### src/rtl/logic_pod_pll_reconfig_sequencer.sv
// Retune sequencer for the ReconfigurablePLL dynamic reconfiguration port.
// Accepts one request, issues start / optional VCO / per-output / finish
// commands, waits for relock and reports a completion status.
//
// state      | meaning
// IDLE       | ready for a request
// WAIT_IDLE  | waiting for the PLL to drop busy
// START      | reconfig_start pulse
// WAIT_START | waiting for cmd_done after start
// VCO        | reconfig_vco_en pulse
// WAIT_VCO   | waiting for cmd_done after VCO write
// NEXT_OUT   | pick lowest remaining output, or finish
// OUT        | reconfig_output_en pulse for one output
// WAIT_OUT   | waiting for cmd_done after output write
// FINISH     | reconfig_finish pulse (also used to release after a stall)
// WAIT_LOCK  | waiting for !busy && locked
// DONE       | done pulse, status updated
module logic_pod_pll_reconfig_sequencer #(
  parameter int unsigned CMD_TIMEOUT  = 1023,
  parameter int unsigned LOCK_TIMEOUT = 65535
) (
  input  logic       clk_125mhz,
  input  logic       reset,
  input  logic       req_valid,
  output logic       req_ready,
  input  logic       req_vco_en,
  input  logic [6:0] req_vco_mult,
  input  logic [6:0] req_vco_indiv,
  input  logic       req_vco_bandwidth,
  input  logic [5:0] req_output_mask,
  input  logic [7:0] req_output_div,
  input  logic [8:0] req_output_phase,
  input  logic       busy,
  input  logic       locked,
  input  logic       reconfig_cmd_done,
  output logic       reconfig_start,
  output logic       reconfig_finish,
  output logic       reconfig_vco_en,
  output logic       reconfig_output_en,
  output logic [6:0] reconfig_vco_mult,
  output logic [6:0] reconfig_vco_indiv,
  output logic       reconfig_vco_bandwidth,
  output logic [2:0] reconfig_output_idx,
  output logic [7:0] reconfig_output_div,
  output logic [8:0] reconfig_output_phase,
  output logic       done,
  output logic [1:0] status
);

  localparam int unsigned CW = $clog2(LOCK_TIMEOUT + 1);
  localparam logic [CW-1:0] CMD_LIMIT  = CW'(CMD_TIMEOUT);
  localparam logic [CW-1:0] LOCK_LIMIT = CW'(LOCK_TIMEOUT);

  typedef enum logic [3:0] {
    S_IDLE, S_WAIT_IDLE, S_START, S_WAIT_START, S_VCO, S_WAIT_VCO,
    S_NEXT_OUT, S_OUT, S_WAIT_OUT, S_FINISH, S_WAIT_LOCK, S_DONE
  } state_t;

  state_t          state, next_state;
  logic            vco_en_q;
  logic [5:0]      work_mask;
  logic [2:0]      low_idx;
  logic [1:0]      err_q, err_d;
  logic [CW-1:0]   cnt;
  logic [CW-1:0]   limit;
  logic            tmo;
  logic            in_wait;
  logic            accept;

  assign accept  = req_valid && req_ready;
  assign in_wait = (state == S_WAIT_IDLE) || (state == S_WAIT_START) ||
                   (state == S_WAIT_VCO)  || (state == S_WAIT_OUT)   ||
                   (state == S_WAIT_LOCK);
  assign limit   = (state == S_WAIT_LOCK) ? LOCK_LIMIT : CMD_LIMIT;

  // Lowest set bit of the remaining output mask (scan high to low so low wins).
  always_comb begin
    low_idx = 3'd0;
    for (int i = 5; i >= 0; i--) begin
      if (work_mask[i]) low_idx = 3'(i);
    end
  end

  // State register.
  always_ff @(posedge clk_125mhz) begin
    if (reset) state <= S_IDLE;
    else       state <= next_state;
  end

  // Next-state decode plus the error code that will be reported at DONE.
  always_comb begin
    next_state = state;
    err_d      = err_q;
    case (state)
      S_IDLE: begin
        if (accept) begin
          next_state = S_WAIT_IDLE;
          err_d      = 2'b00;
        end
      end
      S_WAIT_IDLE: begin
        if (!busy) next_state = S_START;
        else if (tmo) begin
          next_state = S_DONE;
          err_d      = 2'b01;
        end
      end
      S_START: next_state = S_WAIT_START;
      S_WAIT_START: begin
        if (reconfig_cmd_done) next_state = vco_en_q ? S_VCO : S_NEXT_OUT;
        else if (tmo) begin
          next_state = S_FINISH;
          err_d      = 2'b10;
        end
      end
      S_VCO: next_state = S_WAIT_VCO;
      S_WAIT_VCO, S_WAIT_OUT: begin
        if (reconfig_cmd_done) next_state = S_NEXT_OUT;
        else if (tmo) begin
          next_state = S_FINISH;
          err_d      = 2'b10;
        end
      end
      S_NEXT_OUT: next_state = (work_mask != 6'd0) ? S_OUT : S_FINISH;
      S_OUT:      next_state = S_WAIT_OUT;
      S_FINISH:   next_state = S_WAIT_LOCK;
      S_WAIT_LOCK: begin
        if (!busy && locked) next_state = S_DONE;
        else if (tmo) begin
          next_state = S_DONE;
          // A stalled command already forced the finish; keep that cause.
          if (err_q == 2'b00) err_d = 2'b11;
        end
      end
      S_DONE:  next_state = S_IDLE;
      default: next_state = S_IDLE;
    endcase
  end

  // Shared wait timer: cleared outside/on entry to a wait state, saturating;
  // tmo is registered one cycle after the count reaches its limit.
  always_ff @(posedge clk_125mhz) begin
    if (reset || !in_wait || (next_state != state)) begin
      cnt <= '0;
      tmo <= 1'b0;
    end else begin
      if (cnt != limit) cnt <= cnt + CW'(1);
      tmo <= (cnt == limit);
    end
  end

  // Registered outputs and request capture; pulses decode the upcoming state.
  always_ff @(posedge clk_125mhz) begin
    if (reset) begin
      req_ready              <= 1'b0;
      reconfig_start         <= 1'b0;
      reconfig_finish        <= 1'b0;
      reconfig_vco_en        <= 1'b0;
      reconfig_output_en     <= 1'b0;
      reconfig_vco_mult      <= 7'd0;
      reconfig_vco_indiv     <= 7'd0;
      reconfig_vco_bandwidth <= 1'b0;
      reconfig_output_idx    <= 3'd0;
      reconfig_output_div    <= 8'd0;
      reconfig_output_phase  <= 9'd0;
      done                   <= 1'b0;
      status                 <= 2'b00;
      vco_en_q               <= 1'b0;
      work_mask              <= 6'd0;
      err_q                  <= 2'b00;
    end else begin
      err_q              <= err_d;
      req_ready          <= (next_state == S_IDLE);
      reconfig_start     <= (next_state == S_START);
      reconfig_finish    <= (next_state == S_FINISH);
      reconfig_vco_en    <= (next_state == S_VCO);
      reconfig_output_en <= (next_state == S_OUT);
      done               <= (next_state == S_DONE);
      if (next_state == S_DONE) status <= err_d;
      if ((state == S_IDLE) && accept) begin
        vco_en_q               <= req_vco_en;
        work_mask              <= req_output_mask;
        reconfig_vco_mult      <= req_vco_mult;
        reconfig_vco_indiv     <= req_vco_indiv;
        reconfig_vco_bandwidth <= req_vco_bandwidth;
        reconfig_output_div    <= req_output_div;
        reconfig_output_phase  <= req_output_phase;
      end
      if (next_state == S_OUT) begin
        reconfig_output_idx <= low_idx;
        work_mask           <= work_mask & ~(6'b000001 << low_idx);
      end
    end
  end

endmodule

### config.mk
export PLATFORM = sky130hd
export DESIGN_NAME = logic_pod_pll_reconfig_sequencer
export DESIGN_NICKNAME = d
export VERILOG_FILES = /design/src/rtl/logic_pod_pll_reconfig_sequencer.sv
export SDC_FILE = /design/constraint.sdc
export NUM_CORES = 1
export LEC_CHECK = 0
export ABC_AREA = 1
export CAP_MARGIN = 20
export CORE_UTILIZATION = 35
export CTS_CLUSTER_SIZE = 28
export DETAILED_ROUTE_END_ITERATION = 6
export GPL_TIMING_DRIVEN = 0
export PLACE_DENSITY_LB_ADDON = 0.3
export SKIP_CTS_REPAIR_TIMING = 1
export SLEW_MARGIN = 25
export SYNTH_ARGS = -nofsm -noshare
export SYNTH_HDL_FRONTEND = slang
export SYNTH_SLANG_ARGS = --single-unit
### constraint.sdc
create_clock -name clk_125mhz -period 1.8 [get_ports clk_125mhz]
set_clock_uncertainty 0.05 [all_clocks]
set_input_delay 0.36 -clock clk_125mhz [delete_from_list [all_inputs] [get_ports clk_125mhz]]
set_output_delay 0.36 -clock clk_125mhz [all_outputs]
set_load 0.01 [all_outputs]
==> impl_metrics.yaml <==
setup_path:
  cp.buffers_inverters: 3
  reg2regPathDepth: 14
  crit_type: "input port to flop"
  worstPathArrival_ps: 2040
  worstPathCellList: "clkdlybuf4s50_1, inv_1, nand2_1, nand2_1, o21ai_4, nand2_1, nand2_1, nor2_2, nand2_4, clkbuf_16, nor2_2"
  cp.depth: 11
  timing.critical_path.mode_cell: "nand2_1"
  crit_fanout: 5
  required_ps: 1990
  crit_family: "buffers and inverters"
  max_stage_delay_ps: 610
  slowest_stage: "clkdlybuf4s50_1"
  start_kind: "input port"
  end_kind: "flop"
die:
  core_um2: 9820
  dieWidth_um: 103
  row_count: 36
  ioPinCount: 88
  die_y_um: 103
  fp.dieArea_um2: 10600
  start_util_pct: 36.4
final_layout:
  finalInstanceArea_um2: 5290
  fin_cells: 781
  areaGrowthSynthToFinish_pct: 47.8
  antenna_cells: 0
  nFillCells: 978
  drive_gt1_share_pct: 19.0
  layout_common_cells: "nand2_1, clkdlybuf4s50_1, dfxtp_1"
  post-route-util_pct: 53.8
  regArea_um2: 1470
  final_common_cell: "nand2_1"
  multiInputGateArea_um2: 2050
  fin_nets: 690
synthesis:
  async_reset_ff_share_pct: 0
  synth_xor_area_share_pct: 2.45
  synth-seq-cells: 73
  synth-adder-area-share_pct: 0.350
  synth_area_per_cell_um2: 6.78
  synth_seq_area_share_pct: 40.8
  synth_area_leaders: "dfxtp_1, nand2_1, nand3_1"
  netlist.area_leader.share_pct: 40.8
  syn_nets: 574
  yosysTopAreaCell: "dfxtp_1"
  yosys_warnings: 0
  synth_top_family_by_area: "simple AND/OR/NAND/NOR gates"
  synthMuxAreaShare_pct: 0
  synth_compound_area_share_pct: 10.9
  synthFlopType: "dfxtp_1"
  synth-simple-area-share_pct: 37.0
  netlist_instances: 528
  synth.cell_area_um2: 3580
  synth_enable_flop_cells: 0
  yosysUniqueCellTypes: 37
detailed_routing:
  dr.first_iter.drc_count: 210
  route.detailed.drc: 0
  vias: 3816
  viasPerCell: 4.89
  wire_per_inst_um: 13.2
  ant_nets: 0
  first_pass_iters: 4
  finalWirelength_mm: 10.3
outcome:
  status: "complete, but fails checks"
  violations: "negative setup slack"
power:
  power.density_nw_per_um2: 836
  peakVddDrop_v: 0.000450
  p_leak_nw: 2.04
sta:
  hold_slack_ps: 391
  tns_ps: -374
  period_share_pct: 103
  fmax_mhz: 542
  setup_viol: 17
  max-slew-margin-rel_pct: 65.4
  finalCriticalPeriod_ps: 1850
  layout_setup_ws_ps: -46.6
  drv_slew: 0
  tightest_slew_ps: 520
  rsz0062_at_grt: "yes"
  hold_violations: 0
grt:
  grt_usage_pct: 18.6
  grt_pass1_wl_mm: 15.4
  overflow: 0
  grt_max_degree: 13
  antenna_found_initial: 0
  grt_pass1_vias: 3392
clock_tree:
  clkSinkCount: 73
  clk_latency_ps: 350
  cts_buffers: 9
  clockRootBuffer: "clkbuf_8"
  clk_path_buf_depth: 2
  clkTransAtPathRegs_ps: 80
  cts_tree: "done"
  cts_max_level: 3
run:
  maxCapViolCount: 0
placement:
  io_buffers: 86
  place_area_um2: 4610
  post-dp-hpwl_mm: 7.39
  place_inst: 747
  place.gp.congestion: 0.875
worst_hold_path:
  min_path_type: "input port to flop"
  holdPathStages: 2
## synth_stat cells (5+ instances only)
library cell and count:
nor2_1 56, clkbuf_1 14, inv_2 5, xor2_1 7, o21ai_0 14, nand2_1 142
dfxtp_1 73, inv_1 46, nor3_1 9, nand4_1 5, nor2_2 12, nand3_1 59
a21oi_1 43
## metrics by stage
step           total power [mW]  worst slack [ps]
5_1_grt                    4.65              -141
3_5_place_dp               2.89              -584
6_report                   4.42             -46.6
4_1_cts                    4.22              -339
2_1_floorplan              2.45              35.5
3_3_place_gp               2.87              -560
## registers in the layout (all words and copies together) (netlist names), 2 cells and up
signal and cells:
err_q 2, reconfig_output_phase 9, reconfig_vco_mult 7, work_mask 6, reconfig_output_div 8, reconfig_output_idx 3, status 2, reconfig_vco_indiv 7
state 4, cnt 16
## path summary, 6_finish.rpt
check	from	end	slack, ps
setup / recovery	reconfig_cmd_done	cnt[10]	-50
hold / removal	busy	reconfig_start	390
setup reg to reg	state[0]	tmo	-10
hold reg to reg	reconfig_vco_indiv[1]	reconfig_vco_indiv[1]	420
## logic make-up after synthesis
kind of cell | count (synthesis)
buf+inv | 74
compound gates | 71
flops | 73
fa+ha+maj | 1
xor+xnor | 10
simple gates | 299
## power by group
group / internal (mW) / switching [mW] / total [mW]
clock: 0.711 / 0.619 / 1.33
sequential: 1.73 / 0.0709 / 1.80
combinational: 0.573 / 0.712 / 1.29
total: 3.02 / 1.40 / 4.42
## metal layers
layer | up-vias | routed length (µm) | global-route usage [%] | part of all wire, %
met5 | - | 0 | 0 | 0
met3 | 17 | 618 | 5.02 | 6.0
met2 | 118 | 4910 | 30.5 | 48
li1 | 1939 | - | - | -
met1 | 1742 | 4590 | 23.5 | 45
met4 | 0 | 197 | 7.04 | 1.9
## area by class of cell
cell class	count	share of cell area (%)
clock inverters	4	0.970
repair buffers	105	19.7
multi-input cells	381	38.7
well taps	133	3.15
flip-flops and latches	73	27.9
inverters	53	4.26
clock buffers	11	2.86
plain buffers	21	2.48
(Power assumes the default switching activity.)
